## config.mk

```make
export PLATFORM = sky130hd
export DESIGN_NAME = sddr_cmd_phy
export DESIGN_NICKNAME = d
export VERILOG_FILES = /design/src/rtl/sddr_cmd_phy.sv
export SDC_FILE = /design/constraint.sdc
export NUM_CORES = 1
export LEC_CHECK = 0
export CAP_MARGIN = 5
export CORE_MARGIN = 2
export CORE_UTILIZATION = 45
export CTS_BUF_LIST = sky130_fd_sc_hd__clkbuf_16
export DETAILED_ROUTE_END_ITERATION = 8
export PLACE_DENSITY = 0.82
export SLEW_MARGIN = 5
export SYNTH_ARGS = -nofsm -noshare
export SYNTH_HDL_FRONTEND = slang
export SYNTH_SLANG_ARGS = --single-unit
```

## constraint.sdc

```tcl
create_clock -name in_ddr_clock_i -period 2.1 [get_ports in_ddr_clock_i]
set_input_delay 0.63 -clock in_ddr_clock_i [delete_from_list [all_inputs] [get_ports in_ddr_clock_i]]
set_output_delay 0.63 -clock in_ddr_clock_i [all_outputs]
set_load 0.01 [all_outputs]
```

## src/rtl/sddr_cmd_phy.sv

```systemverilog
// DDR3 command/address PHY: power-up pin sequencing (RESET#, CKE, CK enable)
// followed by a valid/ready command path into a fixed-depth register
// pipeline that drives the command/address pins. Idle cycles issue NOPs.
//
// state      | meaning
// -----------+-------------------------------------------------------------
// RESET_LOW  | RESET# and CKE low, CS# high; counting RESET_CYCLES
// CKE_LOW    | RESET# high, CKE low, CS# high; counting CKE_CYCLES
// XPR_WAIT   | CKE high, pipeline issues NOPs; counting XPR_CYCLES
// READY      | commands accepted; terminal until reset
module sddr_cmd_phy #(
  parameter int BANK_BITS    = 3,
  parameter int ADDR_BITS    = 14,
  parameter int CMD_STAGES   = 1,
  parameter int RESET_CYCLES = 40000,
  parameter int CKE_CYCLES   = 100000,
  parameter int XPR_CYCLES   = 64
) (
  input  logic                 in_ddr_clock_i,
  input  logic                 in_phy_reset_n_i,
  input  logic                 ctl_valid_i,
  output logic                 ctl_ready_o,
  input  logic                 ctl_ras_n_i,
  input  logic                 ctl_cas_n_i,
  input  logic                 ctl_we_n_i,
  input  logic [BANK_BITS-1:0] ctl_ba_i,
  input  logic [ADDR_BITS-1:0] ctl_addr_i,
  input  logic                 ctl_odt_i,
  output logic                 phy_init_done_o,
  output logic                 ck_en_o,
  output logic                 ddr3_reset_n_o,
  output logic                 ddr3_cke_o,
  output logic                 ddr3_cs_n_o,
  output logic                 ddr3_ras_n_o,
  output logic                 ddr3_cas_n_o,
  output logic                 ddr3_we_n_o,
  output logic                 ddr3_odt_o,
  output logic [BANK_BITS-1:0] ddr3_ba_o,
  output logic [ADDR_BITS-1:0] ddr3_addr_o
);

  localparam logic [1:0] ST_RESET_LOW = 2'd0;
  localparam logic [1:0] ST_CKE_LOW   = 2'd1;
  localparam logic [1:0] ST_XPR_WAIT  = 2'd2;
  localparam logic [1:0] ST_READY     = 2'd3;

  // One shared down-counter, wide enough for the longest phase.
  localparam int MAX_RC  = (RESET_CYCLES > CKE_CYCLES) ? RESET_CYCLES : CKE_CYCLES;
  localparam int MAX_CNT = (MAX_RC > XPR_CYCLES) ? MAX_RC : XPR_CYCLES;
  localparam int CNT_W   = (MAX_CNT > 1) ? $clog2(MAX_CNT) : 1;

  // Each phase lasts N edges: load N-1 on entry, leave when the count is 0.
  localparam logic [CNT_W-1:0] LOAD_RESET = CNT_W'(RESET_CYCLES - 1);
  localparam logic [CNT_W-1:0] LOAD_CKE   = CNT_W'(CKE_CYCLES - 1);
  localparam logic [CNT_W-1:0] LOAD_XPR   = CNT_W'(XPR_CYCLES - 1);

  // Pipeline entry layout: {cs_n, ras_n, cas_n, we_n, odt, ba, addr}.
  localparam int ENT_W = 5 + BANK_BITS + ADDR_BITS;
  localparam logic [ENT_W-1:0] ENT_IDLE = {4'b1111, 1'b0, {BANK_BITS{1'b0}}, {ADDR_BITS{1'b0}}};

  logic [1:0]           state_q, state_d;
  logic [CNT_W-1:0]     cnt_q, cnt_d;
  logic                 reset_n_q, cke_q, ready_q, ck_en_q;
  logic [BANK_BITS-1:0] last_ba_q, last_ba_d;
  logic [ADDR_BITS-1:0] last_addr_q, last_addr_d;
  logic [ENT_W-1:0]     ent_d;
  logic [ENT_W-1:0]     pipe_q [CMD_STAGES];
  logic                 accept;
  logic                 cmd_active;

  // Sequencer next state: count down the current phase, then advance.
  always_comb begin
    state_d = state_q;
    cnt_d   = cnt_q;
    case (state_q)
      ST_RESET_LOW: begin
        if (cnt_q == '0) begin
          state_d = ST_CKE_LOW;
          cnt_d   = LOAD_CKE;
        end else begin
          cnt_d = cnt_q - CNT_W'(1);
        end
      end
      ST_CKE_LOW: begin
        if (cnt_q == '0) begin
          state_d = ST_XPR_WAIT;
          cnt_d   = LOAD_XPR;
        end else begin
          cnt_d = cnt_q - CNT_W'(1);
        end
      end
      ST_XPR_WAIT: begin
        if (cnt_q == '0) begin
          state_d = ST_READY;
        end else begin
          cnt_d = cnt_q - CNT_W'(1);
        end
      end
      ST_READY: begin
        state_d = ST_READY;
      end
      default: begin
        state_d = ST_RESET_LOW;
        cnt_d   = LOAD_RESET;
      end
    endcase
  end

  // Sequencer state and the registered decodes of the next state, so the
  // pin levels change on the same edge the phase does.
  always_ff @(posedge in_ddr_clock_i) begin
    if (!in_phy_reset_n_i) begin
      state_q   <= ST_RESET_LOW;
      cnt_q     <= LOAD_RESET;
      reset_n_q <= 1'b0;
      cke_q     <= 1'b0;
      ready_q   <= 1'b0;
      ck_en_q   <= 1'b0;
    end else begin
      state_q   <= state_d;
      cnt_q     <= cnt_d;
      reset_n_q <= (state_d != ST_RESET_LOW);
      cke_q     <= (state_d == ST_XPR_WAIT) || (state_d == ST_READY);
      ready_q   <= (state_d == ST_READY);
      ck_en_q   <= 1'b1;
    end
  end

  // ready_q is exactly "state is READY", so accept never loops back into ready.
  assign accept     = ctl_valid_i && ready_q;
  assign cmd_active = (state_q == ST_XPR_WAIT) || (state_q == ST_READY);

  // Build the stage-0 entry: accepted command, NOP, or pre-CKE idle.
  // BA/ADDR keep the last accepted values so the bus does not toggle on NOPs.
  always_comb begin
    last_ba_d   = last_ba_q;
    last_addr_d = last_addr_q;
    if (accept) begin
      last_ba_d   = ctl_ba_i;
      last_addr_d = ctl_addr_i;
    end
    if (accept) begin
      ent_d = {1'b0, ctl_ras_n_i, ctl_cas_n_i, ctl_we_n_i, ctl_odt_i, ctl_ba_i, ctl_addr_i};
    end else if (cmd_active) begin
      ent_d = {4'b0111, ctl_odt_i && ready_q, last_ba_q, last_addr_q};
    end else begin
      ent_d = {4'b1111, 1'b0, last_ba_q, last_addr_q};
    end
  end

  // Held BA/ADDR for NOP cycles.
  always_ff @(posedge in_ddr_clock_i) begin
    if (!in_phy_reset_n_i) begin
      last_ba_q   <= '0;
      last_addr_q <= '0;
    end else begin
      last_ba_q   <= last_ba_d;
      last_addr_q <= last_addr_d;
    end
  end

  // Command pipeline; reset flushes anything in flight.
  always_ff @(posedge in_ddr_clock_i) begin
    if (!in_phy_reset_n_i) begin
      for (int i = 0; i < CMD_STAGES; i++) begin
        pipe_q[i] <= ENT_IDLE;
      end
    end else begin
      pipe_q[0] <= ent_d;
      for (int i = 1; i < CMD_STAGES; i++) begin
        pipe_q[i] <= pipe_q[i-1];
      end
    end
  end

  assign ctl_ready_o     = ready_q;
  assign phy_init_done_o = ready_q;
  assign ck_en_o         = ck_en_q;
  assign ddr3_reset_n_o  = reset_n_q;
  assign ddr3_cke_o      = cke_q;

  assign {ddr3_cs_n_o, ddr3_ras_n_o, ddr3_cas_n_o, ddr3_we_n_o,
          ddr3_odt_o, ddr3_ba_o, ddr3_addr_o} = pipe_q[CMD_STAGES-1];

endmodule

```

==> metrics, run 1 <==
Setup CP Type=flip-flop to flip-flop; final setup violating endpoints=0; number of cell rows=26; total CTS buffers=9; Max Buffers Root-to-Sink=2; dpl cell area=3150 µm²; Data arrival, critical path=2.26 ns; asr flop ratio synth=0%; H-tree Lvls=3; Cell Area, Synth=2430 µm²; post-cts hold buffer count=0; outcome=finished clean; pwr dens=773 nW/µm²; Tmin final=2.04 ns; WL per Instance=15.7 µm; Filler cells=372; max-cap violation count=0; initial antenna violation count=0; TritonCTS clock tree=done; total power=2.72 mW; Worst Hold Class=flip-flop to flip-flop; Synth-to-Final Area Change=44.7%; Die Ht=77.5 µm; CTS clk-pin slew, worst paths=0.05 ns; most frequent cells in the layout=dfxtp_1, clkdlybuf4s50_1, nand2_1; DRT antenna net count=0; M3 GR Usage=4.88%; Hold Worst Slack=0.455 ns; post-layout instance area=3520 µm²; largest net degree at the start of global routing=18; Req. time, crit path=2.32 ns; ys flop type=dfxtp_1; Core ar.=5170 µm²; Avg Inst Size Synth=8.91 µm²; unrepaired setup endpoints after global routing=true; drc violations=0; final hold vios=0; Most Used Layer, Global Route=met2; LEAKAGE=1.25 nW; drt total wl=6.55 mm; final worst-path cycle share=97.2%; Final Skew=0.00358 ns; number of synthesized register bits=61; share of cells above drive strength 1=19.0%; Top Ports=51; Crit Path Max Fanout=10; first-pass GRT wire length=11.0 mm; Root Buffer=clkbuf_16; total track usage=23.3%; port bufs=50; Initial Util=47.0%; HPWL after DPL=4.39 mm; Vias=2,305; GPL Wtd Cong=0.972; met1 Use GR=29.3%; GR Util met2=38.0%; Max IR drop VDD=0.699 mV; Synth Instances=273; Max Clock Freq=490 MHz; die width=77.5 µm; crit path launch type=flip-flop; first drt pass iteration count=5; Syn. warnings=0; antenna cells=0; GRT overflow=0; most common cell after layout, fill and taps aside=dfxtp_1; vias per cell=5.51; vias in the first global route=2,210; slew at the pin with the worst max-slew slack=0.502 ns; number of flops mapped to enable cells by yosys=0; 1st-iter DRT viols=137; Slew HR=66.0%; unique cell type count in the Yosys netlist=52; clock latency on the worst-skew pair=0.32 ns; internal reg-to-reg setup slack=0.06 ns; Synthesized Nets=304; Worst setup EP type=flip-flop; Seq/Total Area, Yosys=50.2%; CTS sink cnt=61; die area=6010 µm²; layout net count=374; Final Max Tran Viols=0
## flip-flops by register name (all words and copies together), names as in the netlist
name	flops
ck_en_o	1
last_addr_q	14
state_q	2
pipe_q	22
ddr3_reset_n_o	1
cnt_q	17
last_ba_q	3
ctl_ready_o	1
## per-stage QoR
step | instances | utilization (%) | setup TNS (ns) | worst slack, ns
after floorplan | 273 | - | 0 | 0.00900
after global placement | 401 | 60.9 | 0 | 0.0452
after detailed placement | 401 | 60.9 | 0 | 0.0392
after CTS | 417 | 67.1 | 0 | 0.0336
after global routing | 418 | 68.0 | -0.0303 | -0.0298
final | 418 | 68.0 | 0 | 0.0596
## synth_stat cells (2+ instances only)
library cell	count	area [µm²]
and2_1	3	18.8
or3_2	2	15.0
nor4_1	7	43.8
o31ai_1	5	37.5
inv_1	5	18.8
clkbuf_1	13	48.8
ha_1	7	87.6
nor2_1	20	75.1
o41ai_1	2	17.5
dfxtp_1	61	1220
nand2b_1	2	12.5
o311ai_1	2	17.5
or3_1	6	37.5
nand2_1	42	158
o21ai_0	9	45.0
nand3_1	5	25.0
o211ai_1	4	30.0
buf_2	3	15.0
or2_2	3	18.8
mux2_2	2	22.5
or4_1	3	22.5
nor3_1	6	30.0
a21oi_1	27	135
nand4_1	3	18.8
o31a_1	2	17.5
o22ai_1	3	18.8
## worst max-delay path: stages, from the launching register on
cell,delay [ns]
dfxtp_1,0.36
nor4_2,0.37
nand4_1,0.24
buf_4,0.23
o311a_1,0.33
a41o_1,0.20
a32o_1,0.20
## power by group
part           total, mW  internal, mW  switching, mW
logic             0.0907        0.0555         0.0352
registers           1.17          1.16        0.00528
clock network       1.46         0.920          0.538
total               2.72          2.14          0.578
## cell families after synthesis
| kind of cell | synth area share [%] |
|---|---|
| XOR/XNOR | 0.721 |
| buffers and inverters | 4.01 |
| flip-flops | 50.2 |
| AO/OA/AOI/OAI | 18.5 |
| multiplexers | 0.926 |
| AND/OR/NAND/NOR | 22.0 |
| adder cells (fa/ha/maj) | 3.60 |
## cell type report
type	instances	area [µm²]	area share (%)
repair buffers	77	716	20.3
well taps	70	87.6	2.49
multi-input cells	188	1170	33.2
inverters	6	22.5	0.640
clock inverters	7	75.1	2.13
clock buffers	9	225	6.40
flip-flops and latches	61	1220	34.8
## routing by layer
| layer | up-vias | part of all wire, % |
|---|---|---|
| met4 | 0 | 2.4 |
| met1 | 1080 | 42 |
| met5 | - | 0 |
| met3 | 14 | 5.8 |
| li1 | 1125 | - |
| met2 | 86 | 50 |
## final timing paths
kind | from | to | cells past startpoint
worst max-delay path | cnt_q[4] | cnt_q[16] | 6
worst min-delay path | last_addr_q[7] | pipe_q[0][7] | 2
worst max register to register | cnt_q[4] | cnt_q[16] | 6
worst min register to register | last_addr_q[7] | pipe_q[0][7] | 2
## timing repair
| item | CTS | global route |
|---|---|---|
| pin swaps | 0 | 2 |
| setup buffers | 0 | 1 |
| gates resized for setup | 3 | 13 |
| setup endpoints to repair | 3 | 7 |
Power figures use the tool's default switching activity.
==> run 2: changes to the inputs <==
--- a/config.mk
+++ b/config.mk
@@ -5,6 +5,8 @@
 export SDC_FILE = /design/constraint.sdc
 export NUM_CORES = 1
 export LEC_CHECK = 0
+export ABC_AREA = 1
+export ABC_CLOCK_PERIOD_IN_PS = 2100
 export CAP_MARGIN = 5
 export CORE_MARGIN = 2
 export CORE_UTILIZATION = 45
==> metrics, run 2 <==
outcome=finished clean; die width=77.4 µm (-0.15%); slowest CP cell=clkdlybuf4s50_1; H-tree Lvls=3 (unchanged); Vias=2,157 (-6.4%); area of the multi-input gates=1040 µm² (-11%); unique cell type count in the Yosys netlist=28 (-46%); unrepaired setup endpoints after global routing=false; first drt pass iteration count=4 (-1); Max Clock Freq=502 MHz (+2.5%); Final Skew=0.00343 ns (-0.000147 ns); Slew HR=68.2% (+2.2 points); leading registers by flop count=pipe_q: 22 flops, cnt_q: 17 flops, last_addr_q: 14 flops; Synthesized Nets=336 (+11%); max-cap violation count=0 (unchanged); internal reg-to-reg setup slack=0.26 ns (+0.20 ns); die area=5990 µm² (-0.30%); Biggest register=pipe_q; Initial Util=47.2% (+0.15 points); Simple-Gate Fraction of Synth Area=27.4% (+5.4 points); Top Ports=51 (unchanged); total power=2.68 mW (-1.3%); drt total wl=5.70 mm (-13%); Sw Share=20.7% (-0.53 points); Req. time, crit path=1.47 ns (-0.85 ns); antenna cells=0 (unchanged); Synth Area in Compound Gates=9.34% (-9.2 points); Crit Path Max Fanout=7 (-3); GPL Wtd Cong=0.854 (-12%); Max IR drop VDD=0.791 mV (+13%); slowest stage delay, CP=0.59 ns (+0.22 ns); Worst setup EP type=output pin; Sequential Power Share=43.5% (+0.5 points); largest net degree at the start of global routing=31 (+13); share of cells above drive strength 1=9.02% (-9.9 points); leading area contributor after synthesis=dfxtp_1; total track usage=21.0% (-2.3 points); register area=1220 µm² (-0.31%); Area contributors post-synth=dfxtp_1, nor2_1, nand2_1; Synth Area in XOR/XNOR=2.53% (+1.8 points); fin util=63.9% (-4.1 points); first-pass GRT wire length=9.83 mm (-11%); crit path launch type=flip-flop; Filler cells=421 (+13%); slew at the pin with the worst max-slew slack=0.475 ns (-0.0277 ns); worst-path cell chain=clkdlybuf4s50_1; Worst Slack Setup Final=0.109 ns (+0.0498 ns); internal power=2.13 mW (-0.64%); Clock power frac=53.1% (-0.5 points); Cell Area, Synth=2420 µm² (-0.31%); DRT antenna net count=0 (unchanged); largest family of logic cells by synthesized area=simple AND/OR/NAND/NOR gates; clock latency on the worst-skew pair=0.32 ns (about the same); Seq/Total Area, Yosys=50.4% (+0.16 points); Syn. warnings=0 (unchanged); Worst Hold Class=flip-flop to flip-flop; final setup violating endpoints=0 (unchanged); most frequent cells in the layout=dfxtp_1, nor2_1, nand2_1; TritonCTS clock tree=done; layout net count=392 (+4.8%); pre-CTS worst setup slack=0.0720 ns (+0.0327 ns); Synth-to-Final Area Change=35.4%; most common cell after layout, fill and taps aside=dfxtp_1; final hold vios=0 (unchanged); area share of the largest cell type after synthesis=50.4% (+0.16 points); GRT overflow=0 (unchanged); Setup CP Type=flip-flop to output pin; Tmin final=1.99 ns (-0.0498 ns); final worst-path cycle share=94.8% (-2.4 points); Avg Inst Size Synth=7.95 µm² (-11%); post-placement cell count=420 (+4.7%); drc violations=0 (unchanged); most instantiated library cell after synthesis=dfxtp_1; multiplexer share of the synthesized area=0% (-0.93 points); Post-synth top cells=dfxtp_1, nor2_1, nand2_1; Die Ht=77.4 µm (-0.15%); vias in the first global route=2,199 (-0.50%); total CTS buffers=9 (unchanged); max reg flops=22 (unchanged); pwr dens=818 nW/µm² (+5.8%); vias per cell=4.95 (-10%); number of synthesized register bits=61 (unchanged); LEAKAGE=1.35 nW (+7.4%); initial antenna violation count=0 (unchanged); number of cell rows=26 (unchanged); number of flops mapped to enable cells by yosys=0 (unchanged); adder-cell share of the synthesized area=3.61% (+0.011 points); setup TNS=0 ns (unchanged); HPWL after DPL=3.78 mm (-14%); non-filler cells, final=436 (+4.3%); 1st-iter DRT viols=109 (-20%); Core ar.=5140 µm² (-0.63%); Max Buffers Root-to-Sink=2 (unchanged); sw power=557 µW (-3.8%); Worst path top cell family by delay=buffers and inverters; CTS clk-pin slew, worst paths=0.05 ns (about the same); CTS sink cnt=61 (unchanged); Final Max Tran Viols=0 (unchanged); Combinational Power Share=3.4% (about the same); WL per Instance=13.1 µm (-17%); CP Buf/Inv Count=1 (unchanged); port bufs=50 (unchanged); asr flop ratio synth=0% (unchanged); Synth Instances=305 (+12%); Root Buffer=clkbuf_16; Data arrival, critical path=1.36 ns (-0.90 ns); ys flop type=dfxtp_1
## run 2: path summary, 6_finish.rpt
path | from | endpoint | cells after the start
worst min-delay path | last_addr_q[4] | pipe_q[0][4] | 2
worst min register to register | last_addr_q[4] | pipe_q[0][4] | 2
worst max register to register | state_q[1] | cnt_q[7] | 9
worst max-delay path | state_q[1] | ddr3_cke_o | 1
## run 2: final cells by class
class                      instances  share of cell area, %
multi-input combinational        205                   31.8
clock buffer                       9                   6.86
inverter                          31                   3.55
clock inverter                     7                   2.02
timing repair buffer              53                   15.9
sequential                        61                   37.2
tap                               70                   2.67
## run 2: worst register-to-register path, cell delays in order, from the launching register on
cell and delay [ns]:
dfxtp_1 0.45, inv_1 0.12, ha_1 0.34, nand2_1 0.10, nor2_1 0.05, inv_1 0.12, nand3_1 0.13, nor2_2 0.24
nand2_1 0.09, a21oi_1 0.12
## run 2: power by group through the flow
stage	registers, mW	clock network, mW	logic, mW
6_report	1.17	1.43	0.0910
5_1_grt	1.17	1.50	0.102
4_1_cts	1.17	1.43	0.0912
3_5_place_dp	1.19	0	0.0896
3_3_place_gp	1.19	0	0.0857
2_1_floorplan	1.19	0	0.0343
## run 2: stage by stage
stage               hold WS [ns]  area, µm²
floorplan                  0.449       2420
global placement           0.463       2990
detailed placement         0.477       2990
CTS                        0.485       3280
global route               0.517       3280
finish                     0.484       3280
## run 2: metal layers
layer | vias to the layer above | part of all wire (%) | global-route usage (%)
met2 | 80 | 52 | 37.9
met5 | - | 0 | 0
met1 | 989 | 36 | 21.8
met4 | 0 | 1.6 | 7.14
met3 | 11 | 9.7 | 8.72
li1 | 1077 | - | -
## run 2: timing repair
| item | CTS | global route |
|---|---|---|
| resized for setup | 0 | 1 |
| hold buffers | 0 | 0 |
| buffers inserted | 0 | 0 |
| endpoints found under the setup margin | 0 | 4 |
## run 2: cell families after synthesis
family / after synthesis
compound gates: 41
xor+xnor: 7
fa+ha+maj: 7
simple gates: 150
flops: 61
buf+inv: 39
==> RTL change 1, RTL diff (settings of run 1) <==
Change the parameter `BANK_BITS` from 3 to 6.
--- a/src/rtl/sddr_cmd_phy.sv
+++ b/src/rtl/sddr_cmd_phy.sv
@@ -11,3 +11,3 @@
 module sddr_cmd_phy #(
-  parameter int BANK_BITS    = 3,
+  parameter int BANK_BITS    = 6,
   parameter int ADDR_BITS    = 14,
Interface: changed (resized ctl_ba_i and ddr3_ba_o); port bits go from 51 to 57. No check against the original RTL was run, so the function may have changed too.
==> RTL change 1 against run 1 <==
  * Total power increased by 7.6%
  * Synthesized cell count increased by 7.0%
  * Sequential share of layout area decreased by 1.1 points
  * Sequential cell count increased by 6
  * Worst setup slack got worse by 12 ps
  * Largest cell class unchanged
  * Routed wire length increased by 14%
  * Via count increased by 9.5%
  * Highest routed layer unchanged
  * Clock power increased by 3%
  * Area after synthesis increased by 8.5%
  * Design area increased by 13%
  * Global-route usage increased by 0.24 points
  * Clock skew increased by 3.2 ps
  * Core utilization increased by 3.4 points
==> RTL change 1: results (changes against run 1) <==
| Metric | Value |
|---|---|
| Clock-cell share | `7.576% (-0.96 points)` |
| DIE WIDTH | `80.58 um (+4.0%)` |
| Clock network power | `1.51 mW (+3%)` |
| Worst hold slack | `457.0 ps (+1.883 ps)` |
| Nets | `422 (+13%)` |
| Count of non-CTS inverters in the layout | `7 (+1)` |
| Syn_nets | `326 (+7.2%)` |
| Synth Area in Compound Gates | `19.35% (+0.82 points)` |
| Largest registers | `pipe_q (25), cnt_q (17), last_addr_q (14)` |
| Critical Path Fanout Max | `5 (-5)` |
| R2R cell count | `9 (+3)` |
| Post-synth top cells | `dfxtp_1, nand2_1, a21oi_1` |
| Final Skew | `6.749 ps (+3.169 ps)` |
| Worst Min Path Start | `last_addr_q[4]` |
| P_seq | `1.28 mW (+9%)` |
| Met3 Use GR | `4.382% (-0.50 points)` |
| Multi-input combinational area share | `32.19% (-0.96 points)` |
| Filler instances | `387 (+4.0%)` |
| Pin count of the biggest net entering global routing | `21 (+3)` |
| Number of clock sinks | `67 (+9.8%)` |
| HPWL Detailed | `4.952 mm (+13%)` |
| Worst Max-Slew Pin Slew | `451.5 ps (-50.95 ps)` |
| First-pass GRT wire length | `11.61 mm (+5.5%)` |
| Setup bufs post-CTS | `1 (+1)` |
| Iteration-0 DRC Markers | `206 (+50%)` |
| IO Port Bufs | `56 (+12%)` |
| Outcome | `finished clean` |
| Post-Synth Adder-Cell Area | `3.319% (-0.28 points)` |
| Reg-to-reg startpoint | `cnt_q[0]` |
| CTS Root Cell | `clkbuf_16` |
| Buffering overhead | `23.58% (+3.2 points)` |
| Leakage | `1.472 nW (+17%)` |
| GPL Wtd Cong | `0.9012 (-7.2%)` |
| DRT met1 WL | `3.143 mm (+14%)` |
| Multi-input gates | `200 (+6.4%)` |
| CP Capture Point | `cnt_q[14]` |
| Hold Path End | `last_addr_q[4]` |
| Post-synthesis mux area share | `0% (-0.93 points)` |
| Post-Synth XOR/XNOR Area | `0.6638% (-0.057 points)` |
| Drt wl/cell | `16.00 um (+2.0%)` |
| Bufs w/o clock | `103 (+34%)` |
| GR Layer Usage met1 | `28.77% (-0.57 points)` |
| Share of post-route cells with drive strength above 1 | `23.92% (+5.0 points)` |
| Met3 WL post-DR | `392 um (+3.7%)` |
| TritonRoute pass-1 iters | `4 (-1)` |
| Synth warn | `0 (unchanged)` |
| WL met2 | `3.756 mm (+15%)` |
| Sequential share of the synthesized area | `50.83% (+0.60 points)` |
| Number of distinct library cells after synthesis | `51 (-1.9%)` |
| Worst VDD drop | `0.5122 mV (-27%)` |
| GR Util All Layers | `23.53% (+0.24 points)` |
| Synth area leaders | `dfxtp_1, nand2_1, a21oi_1, ha_1, nor2_1` |
| Placed Area | `3567 um2 (+13%)` |
| Met2 usage | `40.00% (+2.0 points)` |
| Worst Setup SP | `cnt_q[0]` |
| Reg area | `1343 um2 (+9.6%)` |
RTL change 1: cell count changes after synthesis, moves of 3 or more:
cell	before	now
dfxtp_1	61	67
a31oi_1	0	5
nand2_1	42	48
o21ai_0	9	6
a21oi_1	27	35
nand3_1	5	8
or4_1	3	6
RTL change 1: through the flow:
stage / std cells / TNS [ps] / worst slack (ps) / power, mW / utilization (%)
after floorplan: 292 / 0 / 25.26 / 1.353 / -
after global placement: 447 / -541.2 / -102.9 / 1.431 / 64.00
after detailed placement: 447 / -1410 / -166.0 / 1.432 / 64.00
after CTS: 464 / 0 / 3.143 / 2.930 / 69.97
after global routing: 465 / -28.35 / -12.89 / 3.001 / 71.40
final: 465 / 0 / 47.50 / 2.926 / 71.40
RTL change 1: worst max-delay path, stage by stage, from the launching register on:
cell and delay [ps]:
dfxtp_1 340, inv_2 50, ha_2 220, nand2b_4 90, nor4_4 60, buf_4 170, a211o_4 350, buf_4 150
or4_4 420, a21oi_2 130
==> RTL change 2, RTL diff (settings of run 1) <==
Made on the original files. Reset style: asynchronous (`in_phy_reset_n_i`), changed in 3 clocked blocks.
--- a/src/rtl/sddr_cmd_phy.sv
+++ b/src/rtl/sddr_cmd_phy.sv
@@ -110,3 +110,3 @@
   // pin levels change on the same edge the phase does.
-  always_ff @(posedge in_ddr_clock_i) begin
+  always_ff @(posedge in_ddr_clock_i or negedge in_phy_reset_n_i) begin
     if (!in_phy_reset_n_i) begin
@@ -151,3 +151,3 @@
   // Held BA/ADDR for NOP cycles.
-  always_ff @(posedge in_ddr_clock_i) begin
+  always_ff @(posedge in_ddr_clock_i or negedge in_phy_reset_n_i) begin
     if (!in_phy_reset_n_i) begin
@@ -162,3 +162,3 @@
   // Command pipeline; reset flushes anything in flight.
-  always_ff @(posedge in_ddr_clock_i) begin
+  always_ff @(posedge in_ddr_clock_i or negedge in_phy_reset_n_i) begin
     if (!in_phy_reset_n_i) begin
Behaviour: differs if in_phy_reset_n_i is asserted again (counterexample within 4 cycles, from zero or initial values and one cycle with in_phy_reset_n_i low); with in_phy_reset_n_i held inactive, the same outputs for 10 cycles.
==> RTL change 2 against run 1 <==
  * The run now ends with setup timing left
  * Critical endpoint is now cnt_q[6]
  * Sequential cell count increased by 1
  * Total power down 4.2%
  * Worst hold slack lost 150 ps
  * Routed wire length up 2.6%
  * Critical path depth is 1 higher
  * Highest routed layer unchanged
  * Area after synthesis up 11%
  * Design area up 15%
  * Worst setup slack got worse by 250 ps
==> RTL change 2: results (changes against run 1) <==
| Metric | Value |
|---|---|
| Crit-path slowest cell | `or4_4` |
| Vias in the first global route | `2,239 (+1.3%)` |
| Nets | `354 (-5.3%)` |
| Post-Synth XOR/XNOR Area | `0% (-0.72 points)` |
| Worst VDD drop | `0.4308 mV (-38%)` |
| Share of post-route cells with drive strength above 1 | `40.43% (+21 points)` |
| Internal | `2.037 mW (-4.8%)` |
| Critical Path Max Stage Delay | `630 ps (+260 ps)` |
| Leakage | `1.808 nW (+44%)` |
| TritonRoute pass-1 iters | `4 (-1)` |
| Fin Setup TNS | `-2471 ps (-2471 ps)` |
| Iteration-0 DRC Markers | `100 (-27%)` |
| Met2 usage | `37.87% (-0.13 points)` |
| GPL Wtd Cong | `0.8721 (-10%)` |
| Synth Area in Compound Gates | `14.43% (-4.1 points)` |
| Met3 WL post-DR | `513 um (+36%)` |
| Via count | `2,261 (-1.9%)` |
| FF-to-FF End | `cnt_q[6]` |
| Final Skew | `6.821 ps (+3.240 ps)` |
| R2R cell count | `7 (+1)` |
| Post-synth top cells | `dfrtp_1, a21oi_1, nor2_1` |
| First-pass GRT wire length | `10.58 mm (-3.8%)` |
| Final wirelength | `6.722 mm (+2.6%)` |
| GR Util All Layers | `21.69% (-1.6 points)` |
| Most used DFF post-synth | `dfrtp_1` |
| Worst hold slack | `303.7 ps (-151.4 ps)` |
| Number of distinct library cells after synthesis | `46 (-12%)` |
| WL met2 | `3.470 mm (+6.3%)` |
| # setup viols final | `21 (+21)` |
| Outcome | `finished with violations` |
| Placed Area | `3565 um2 (+13%)` |
| Met3 Use GR | `5.333% (+0.45 points)` |
| Cts repair resizes | `14 (+11)` |
| GR Layer Usage met1 | `24.78% (-4.6 points)` |
| Setup ws final | `-191.4 ps (-250.9 ps)` |
| DRT met1 WL | `2.605 mm (-5.3%)` |
| Post-synthesis mux area share | `7.911% (+7.0 points)` |
| Pin count of the biggest net entering global routing | `63 (+45)` |
| Synth area leaders | `dfrtp_1, dfstp_2, mux2_2, a21oi_1, nor2_1` |
| Placed Cells | `384 (-4.2%)` |
| Dpl ws | `-211.9 ps (-251.1 ps)` |
| Post-route insts no fill | `404 (-3.3%)` |
| Hold Path Class | `input port to async pin` |
| Critical Path Fanout Max | `6 (-4)` |
| HPWL Detailed | `4.324 mm (-1.6%)` |
| Failing checks | `setup timing` |
| Reg-to-reg startpoint | `cnt_q[0]` |
| Critical Path AT | `2500 ps (+240 ps)` |
RTL change 2: cell types whose count changed after synthesis, sizes merged, moves of 7 or more:
cell,change
nand2,-35
dfrtp,+48
dfxtp,-61
dfstp,+14
or3,-8
mux2,+16
o21ai,-7
RTL change 2: power by group through the flow:
| stage | registers (mW) | logic, mW | clock network (mW) |
|---|---|---|---|
| floorplan | 1.22 | 0.000527 | 0 |
| global placement | 1.22 | 0.0724 | 0 |
| detailed placement | 1.22 | 0.0736 | 0 |
| CTS | 1.20 | 0.0751 | 1.35 |
| global route | 1.20 | 0.0795 | 1.42 |
| finish | 1.20 | 0.0724 | 1.33 |
RTL change 2: layout make-up:
type | instances | area [um2]
Multi-Input combinational cell | 152 | 1214
Tap cell | 75 | 93.84
Inverter | 5 | 18.77
Timing Repair Buffer | 94 | 870.8
Fill cell | 379 | 1809
Sequential cell | 62 | 1569
Clock inverter | 7 | 50.05
Clock buffer | 9 | 225.2
